===== src/rtl/motor_drive_ctrl.sv =====
// motor_drive_ctrl
// Drives a DRV8833-style H-bridge (in_a/in_b: 10 fwd, 01 rev, 11 brake,
// 00 coast) from the PWM stage's spd/dir outputs. spd and dir come from a
// slower clock domain, so both are double-flop synchronised. dir is also
// debounced. Every direction reversal runs brake then dead-time, so the
// bridge never flips polarity while it is driven.
//
// Optional feature: define MOTOR_DRV_WDOG_EN to enable the stuck-high spd
// watchdog. This adds a fault flag that is cleared by i_clr_fault while in
// COAST. Without the macro, o_fault is tied 0 and i_clr_fault is ignored.
//
// Ports:
//   i_clk        system clock (5 MHz)
//   i_rst_n      asynchronous active-low reset
//   i_en         drive enable, level
//   i_spd        PWM from the PWM stage (asynchronous)
//   i_dir        direction from the PWM stage (asynchronous), 0=fwd 1=rev
//   i_clr_fault  fault clear pulse (watchdog build only)
//   o_in_a       H-bridge input A, registered
//   o_in_b       H-bridge input B, registered
//   o_state      FSM state: 00 COAST, 01 RUN, 10 BRAKE, 11 DEAD
//   o_dir_cur    direction currently applied to the bridge
//   o_fault      watchdog fault flag
module motor_drive_ctrl #(
  parameter int DEAD_CYC  = 50,
  parameter int BRAKE_CYC = 500,
  parameter int DIR_FILT  = 4,
  parameter int WDOG_CYC  = 100000
) (
  input  logic       i_clk,
  input  logic       i_rst_n,
  input  logic       i_en,
  input  logic       i_spd,
  input  logic       i_dir,
  input  logic       i_clr_fault,
  output logic       o_in_a,
  output logic       o_in_b,
  output logic [1:0] o_state,
  output logic       o_dir_cur,
  output logic       o_fault
);

  // Zero or negative cycle counts would make the sequence degenerate, so clamp them to 1.
  localparam int DEAD_EFF  = (DEAD_CYC  < 1) ? 1 : DEAD_CYC;
  localparam int BRAKE_EFF = (BRAKE_CYC < 1) ? 1 : BRAKE_CYC;
  localparam int FILT_EFF  = (DIR_FILT  < 1) ? 1 : DIR_FILT;
  localparam int WDOG_EFF  = (WDOG_CYC  < 1) ? 1 : WDOG_CYC;
  localparam int MAX_DB    = (DEAD_EFF > BRAKE_EFF) ? DEAD_EFF : BRAKE_EFF;
  localparam int MAX_ALL   = (MAX_DB > WDOG_EFF) ? MAX_DB : WDOG_EFF;
  localparam int CNT_W     = $clog2(MAX_ALL + 1);
  localparam int FILT_W    = $clog2(FILT_EFF + 1);

  localparam logic [CNT_W-1:0]  DEAD_LOAD  = CNT_W'(DEAD_EFF - 1);
  localparam logic [CNT_W-1:0]  BRAKE_LOAD = CNT_W'(BRAKE_EFF - 1);
  localparam logic [CNT_W-1:0]  CNT_ONE    = CNT_W'(1);
  localparam logic [FILT_W-1:0] FILT_LAST  = FILT_W'(FILT_EFF - 1);
  localparam logic [FILT_W-1:0] FILT_ONE   = FILT_W'(1);

  typedef enum logic [1:0] {
    COAST = 2'b00,
    RUN   = 2'b01,
    BRAKE = 2'b10,
    DEAD  = 2'b11
  } state_t;

  state_t            r_state;
  logic [CNT_W-1:0]  r_cnt;
  logic [FILT_W-1:0] r_filtCnt;
  logic              r_spdMeta, r_spdS;
  logic              r_dirMeta, r_dirS;
  logic              r_dirReq;
  logic              r_dirCur;
  logic              r_inA, r_inB;
  logic              w_wdTrip;
  logic              w_faultBlock;

  // Two-flop synchronisers for the asynchronous spd and dir pins.
  always_ff @(posedge i_clk or negedge i_rst_n) begin
    if (!i_rst_n) begin
      r_spdMeta <= 1'b0;
      r_spdS    <= 1'b0;
      r_dirMeta <= 1'b0;
      r_dirS    <= 1'b0;
    end else begin
      r_spdMeta <= i_spd;
      r_spdS    <= r_spdMeta;
      r_dirMeta <= i_dir;
      r_dirS    <= r_dirMeta;
    end
  end

  // Debounce: dir_req only follows dir_s after FILT_EFF consecutive disagreeing cycles.
  always_ff @(posedge i_clk or negedge i_rst_n) begin
    if (!i_rst_n) begin
      r_filtCnt <= '0;
      r_dirReq  <= 1'b0;
    end else if (r_dirS == r_dirReq) begin
      r_filtCnt <= '0;
    end else if (r_filtCnt == FILT_LAST) begin
      r_dirReq  <= r_dirS;
      r_filtCnt <= '0;
    end else begin
      r_filtCnt <= r_filtCnt + FILT_ONE;
    end
  end

`ifdef MOTOR_DRV_WDOG_EN
  localparam logic [CNT_W-1:0] WDOG_LAST = CNT_W'(WDOG_EFF - 1);

  logic             r_spdPrev;
  logic [CNT_W-1:0] r_wdCnt;
  logic             r_fault;
  logic             w_spdHeld;

  // spd_s is high and did not change this cycle. A low spd_s never arms the watchdog.
  assign w_spdHeld    = r_spdS && (r_spdS == r_spdPrev);
  assign w_wdTrip     = (r_state == RUN) && w_spdHeld && (r_wdCnt == WDOG_LAST);
  assign w_faultBlock = r_fault;
  assign o_fault      = r_fault;

  // Watchdog: counts stuck-high cycles in RUN. The fault latches until it is cleared in COAST.
  always_ff @(posedge i_clk or negedge i_rst_n) begin
    if (!i_rst_n) begin
      r_spdPrev <= 1'b0;
      r_wdCnt   <= '0;
      r_fault   <= 1'b0;
    end else begin
      r_spdPrev <= r_spdS;
      if ((r_state == RUN) && w_spdHeld) begin
        if (w_wdTrip) begin
          r_wdCnt <= '0;
          r_fault <= 1'b1;
        end else begin
          r_wdCnt <= r_wdCnt + CNT_ONE;
        end
      end else begin
        r_wdCnt <= '0;
      end
      if (r_fault && (r_state == COAST) && i_clr_fault) begin
        r_fault <= 1'b0;
      end
    end
  end
`else
  logic w_unused;

  assign w_wdTrip     = 1'b0;
  assign w_faultBlock = 1'b0;
  assign o_fault      = 1'b0;
  assign w_unused     = i_clr_fault;
`endif

  // Main sequencer. The bridge outputs are registered together with the state,
  // so every branch also sets the drive pattern for the state it enters.
  always_ff @(posedge i_clk or negedge i_rst_n) begin
    if (!i_rst_n) begin
      r_state  <= COAST;
      r_cnt    <= '0;
      r_dirCur <= 1'b0;
      r_inA    <= 1'b0;
      r_inB    <= 1'b0;
    end else if (!i_en) begin
      r_state <= COAST;
      r_cnt   <= '0;
      r_inA   <= 1'b0;
      r_inB   <= 1'b0;
    end else begin
      case (r_state)
        COAST: begin
          r_inA <= 1'b0;
          r_inB <= 1'b0;
          if (!w_faultBlock) begin
            r_state <= DEAD;
            r_cnt   <= DEAD_LOAD;
          end
        end
        DEAD: begin
          if (r_cnt == '0) begin
            // Apply the latest filtered direction even if it equals the old one.
            r_dirCur <= r_dirReq;
            r_state  <= RUN;
            r_inA    <= r_spdS & ~r_dirReq;
            r_inB    <= r_spdS &  r_dirReq;
          end else begin
            r_cnt <= r_cnt - CNT_ONE;
            r_inA <= 1'b0;
            r_inB <= 1'b0;
          end
        end
        RUN: begin
          if (w_wdTrip) begin
            r_state <= COAST;
            r_inA   <= 1'b0;
            r_inB   <= 1'b0;
          end else if (r_dirReq != r_dirCur) begin
            r_state <= BRAKE;
            r_cnt   <= BRAKE_LOAD;
            r_inA   <= 1'b1;
            r_inB   <= 1'b1;
          end else begin
            r_inA <= r_spdS & ~r_dirCur;
            r_inB <= r_spdS &  r_dirCur;
          end
        end
        BRAKE: begin
          if (r_cnt == '0) begin
            r_state <= DEAD;
            r_cnt   <= DEAD_LOAD;
            r_inA   <= 1'b0;
            r_inB   <= 1'b0;
          end else begin
            r_cnt <= r_cnt - CNT_ONE;
            r_inA <= 1'b1;
            r_inB <= 1'b1;
          end
        end
        default: begin
          r_state <= COAST;
          r_inA   <= 1'b0;
          r_inB   <= 1'b0;
        end
      endcase
    end
  end

  assign o_in_a    = r_inA;
  assign o_in_b    = r_inB;
  assign o_state   = r_state;
  assign o_dir_cur = r_dirCur;

endmodule


===== config.mk =====
export PLATFORM = sky130hd
export DESIGN_NAME = motor_drive_ctrl
export DESIGN_NICKNAME = d
export VERILOG_FILES = /design/src/rtl/motor_drive_ctrl.sv
export SDC_FILE = /design/constraint.sdc
export NUM_CORES = 1
export LEC_CHECK = 0
export ABC_AREA = 0
export CORE_MARGIN = 4
export CORE_UTILIZATION = 40
export DETAILED_ROUTE_END_ITERATION = 10
export PLACE_DENSITY = 0.68
export RECOVER_POWER = 100
export SETUP_SLACK_MARGIN = 0.3
export SYNTH_ARGS = -nofsm -noshare
export SYNTH_HDL_FRONTEND = slang
export SYNTH_SLANG_ARGS = --single-unit

===== constraint.sdc =====
create_clock -name i_clk -period 1.85 [get_ports i_clk]
set_input_delay 0.37 -clock i_clk [delete_from_list [all_inputs] [get_ports i_clk]]
set_output_delay 0.37 -clock i_clk [all_outputs]
set_load 0.02 [all_outputs]

==> flow_summary.ini <==
[routing]
drt-initial-drc-count = 146
vias = 1486
first_pass_iters = 4
ant_nets = 0
viasPerCell = 5.693
drc = 0
wl_per_cell_microns = 15.93
totalWireLength_microns = 4158

[cells_and_area]
fillers = 292
drive_gt1_share_pct = 42.72
fin_area_sq_um = 2362
fin_cells = 261
finalNetCount = 221
area_growth_pct = 48.54
antenna_cells = 0

[setup_path]
cp_top_family = compound AO/OA/AOI/OAI gates
ff2ff_path_depth = 9
slowest_stage = dfrtp_1
r2r-end = r_cnt[15]
crit_type = register to register
critPathCaptureType = register
cpMostUsedCell = buf_6
worst_setup_path_start_kind = register
reg2reg_from = r_cnt[1]
path_buf_inv = 3
r2r_slack_ns = 0.006
max_stage_delay_ns = 0.39
path_depth = 9
cp_data_arrival_time_ns = 2.01
required_ns = 2.02
path_max_fanout = 4
crit_chain = inv_2 -> ha_4 -> nor4b_4 -> nand4_1 -> buf_6 -> o21ai_4 -> buf_6 -> o21ai_2 -> a22o_1

[yosys]
avgSynthCellArea_sq_um = 9.939
synthCells = 160
ys_seq_area_share_pct = 47.21
synth_area_leaders = dfrtp_1 (47%), nor3_1 (5.0%), o21ai_0 (4.4%)
synth_area_sq_um = 1590
synth_most_common_cell = dfrtp_1
synth_ff_type = dfrtp_1
ys_ff_latch = 30
synth.distinct_cells = 51
synth_nets = 169
yosys-top-cells-count = dfrtp_1 (30), nor3_1 (16), o21ai_0 (14), nand2_1 (11), nor2_1 (7)
yosys.area.top_type = dfrtp_1
synth_edf_count = 0
yosysTopAreaCellShare_pct = 47.21
yosysWarnings = 0
synthArstFlopShare_pct = 100.0

[cts]
clock_latency_ns = 0.29
cts_sinks = 30
root_buffer = clkbuf_8
tritoncts = built
clk_pin_slew_ns = 0.07
cts_made_buffers = 5
htreeDepth = 2
cts_hold_buf = 0
clock_path_buffers = 2

[die]
io_pins = 12
rows = 22
die-area_sq_um = 5049
core_sq_um = 3744
start_util_pct = 42.48
die_y_microns = 71.06
die_w_microns = 71.06

[sta]
max_slew_margin_pct = 49.92
final_hold_viol_count = 0
slew_violations = 0
fin_ws_ns = 0.005626
tightest_slew_ns = 0.7512
setup_viol = 0
finalCritPeriodShare_pct = 99.70
rsz0062_at_grt = true
tns_ns = 0
layout_min_cycle_time_ns = 1.844
fmax_ghz = 0.5422
skew_ns = 0.007961

[placement]
placed_area_sq_um = 2051
place_hpwl_microns = 2949
placed_cells = 248
pre_cts_slack_ns = -0.2060
port_buffers = 9
place_congestion = 0.8470

[min_path]
min_to = r_dirS
hold_start = r_dirMeta
worstHoldPathType = register to register
holdPathStages = 0

[global_routing]
grt_remaining_overflow = 0
grt_start_max_net_pins = 31
antenna_found_initial = 0
grt_usage_pct = 17.89
grt_pass1_vias = 1481
grt_pass1_wl_microns = 7065

[power_and_ir_drop]
power.leakage_nw = 1.125
power_density_nw_per_um2 = 1180
finalPower_mw = 2.788
ir_drop_uv = 523.9

[job]
maxCapViolations = 0

[status]
status = finished clean
==> state kept, by name, summed over array words and instances, names as in the netlist <==
signal	cells
o_dir_cur	1
o_in_a	1
o_in_b	1
o_state	2
r_cnt	17
r_dirMeta	1
r_dirReq	1
r_dirS	1
r_filtCnt	3
r_spdMeta	1
r_spdS	1
==> logic make-up (layout without fill, tap and decap cells) <==
family | count (synthesis) | after routing | synth area share (%)
AND/OR/NAND/NOR | 65 | 65 | 23.21
AO/OA/AOI/OAI | 44 | 44 | 19.75
flip-flops | 30 | 30 | 47.21
buffers and inverters | 12 | 65 | 4.012
adder cells (fa/ha/maj) | 3 | 3 | 2.361
multiplexers | 3 | 3 | 2.124
XOR/XNOR | 2 | 2 | 1.102
other | 1 | 1 | 0.2358
==> where the power goes <==
part           total (mW)  internal (mW)  switching [mW]  leakage, nW
Combinational        1.12          0.527           0.592        0.665
Clock               0.828          0.574           0.254       0.0714
Sequential          0.841          0.760          0.0810        0.389
==> how the worst max path moves through the flow <==
stage              from        end  slack, ns
6_report       r_cnt[1]  r_cnt[15]      0.006
5_1_grt        r_cnt[0]  r_cnt[16]      -0.06
4_1_cts        r_cnt[1]   r_cnt[5]       0.02
3_5_place_dp       i_en  r_cnt[10]      -0.21
3_3_place_gp       i_en  r_cnt[10]      -0.15
2_1_floorplan  r_cnt[0]  r_cnt[10]       0.09
==> cell usage in the layout, fill, tap and decap left out, types with 2 or more instances in the layout <==
master          n
nor2b_1         2
o31ai_1         2
o21ai_2         2
a31oi_1         2
nor4_4          2
bufinv_16       2
nor3b_1         4
nor2_1          7
dlygate4sd3_1   3
a21oi_1         2
clkbuf_8        6
a311oi_2        2
buf_4          38
o21ai_4         2
dfrtp_1        29
and2_4          2
nand3_1         2
ha_1            2
nand2_1        10
a21oi_2         3
inv_2           2
a21o_1          6
o2bb2ai_2       2
nor3_1         11
o21ai_1         8
nor4_2          2
dlygate4sd2_1   4
o21ai_0         4
nand3b_1        3
buf_6           4
mux2_2          2
nor3_2          5
==> final cells by class <==
class                      count  area, sq um  share of cell area, %
tap                           48        60.06                  2.542
timing repair buffer          54        444.2                  18.80
clock buffer                   6        82.58                  3.496
sequential                    30        752.0                  31.83
multi-input combinational    118        952.2                  40.31
inverter                       3        11.26                 0.4767
clock inverter                 2        60.06                  2.542
==> routing by layer <==
metal	share of wire, %	track usage, %	routed length, microns	vias to the layer above
li1	-	-	-	695
met1	44	22.60	1840	747
met2	49	28.73	2025	37
met3	5.5	5.824	229	7
met4	1.5	6.263	63	0
met5	0	0	0	-
==> per-stage QoR <==
step	hold WS, ns	utilization (%)
finish	0.3527	63.10
global route	0.3585	63.10
CTS	0.3566	61.13
detailed placement	0.3413	54.78
global placement	0.3353	54.78
floorplan	0.07441	-
==> what timing repair did <==
item / in CTS / in global routing
setup buffers: 5 / 0
pin swaps: 7 / 7
setup endpoints to repair: 27 / 24
cloned: 0 / 0
gates resized for setup: 16 / 18
Power figures use the tool's default switching activity.
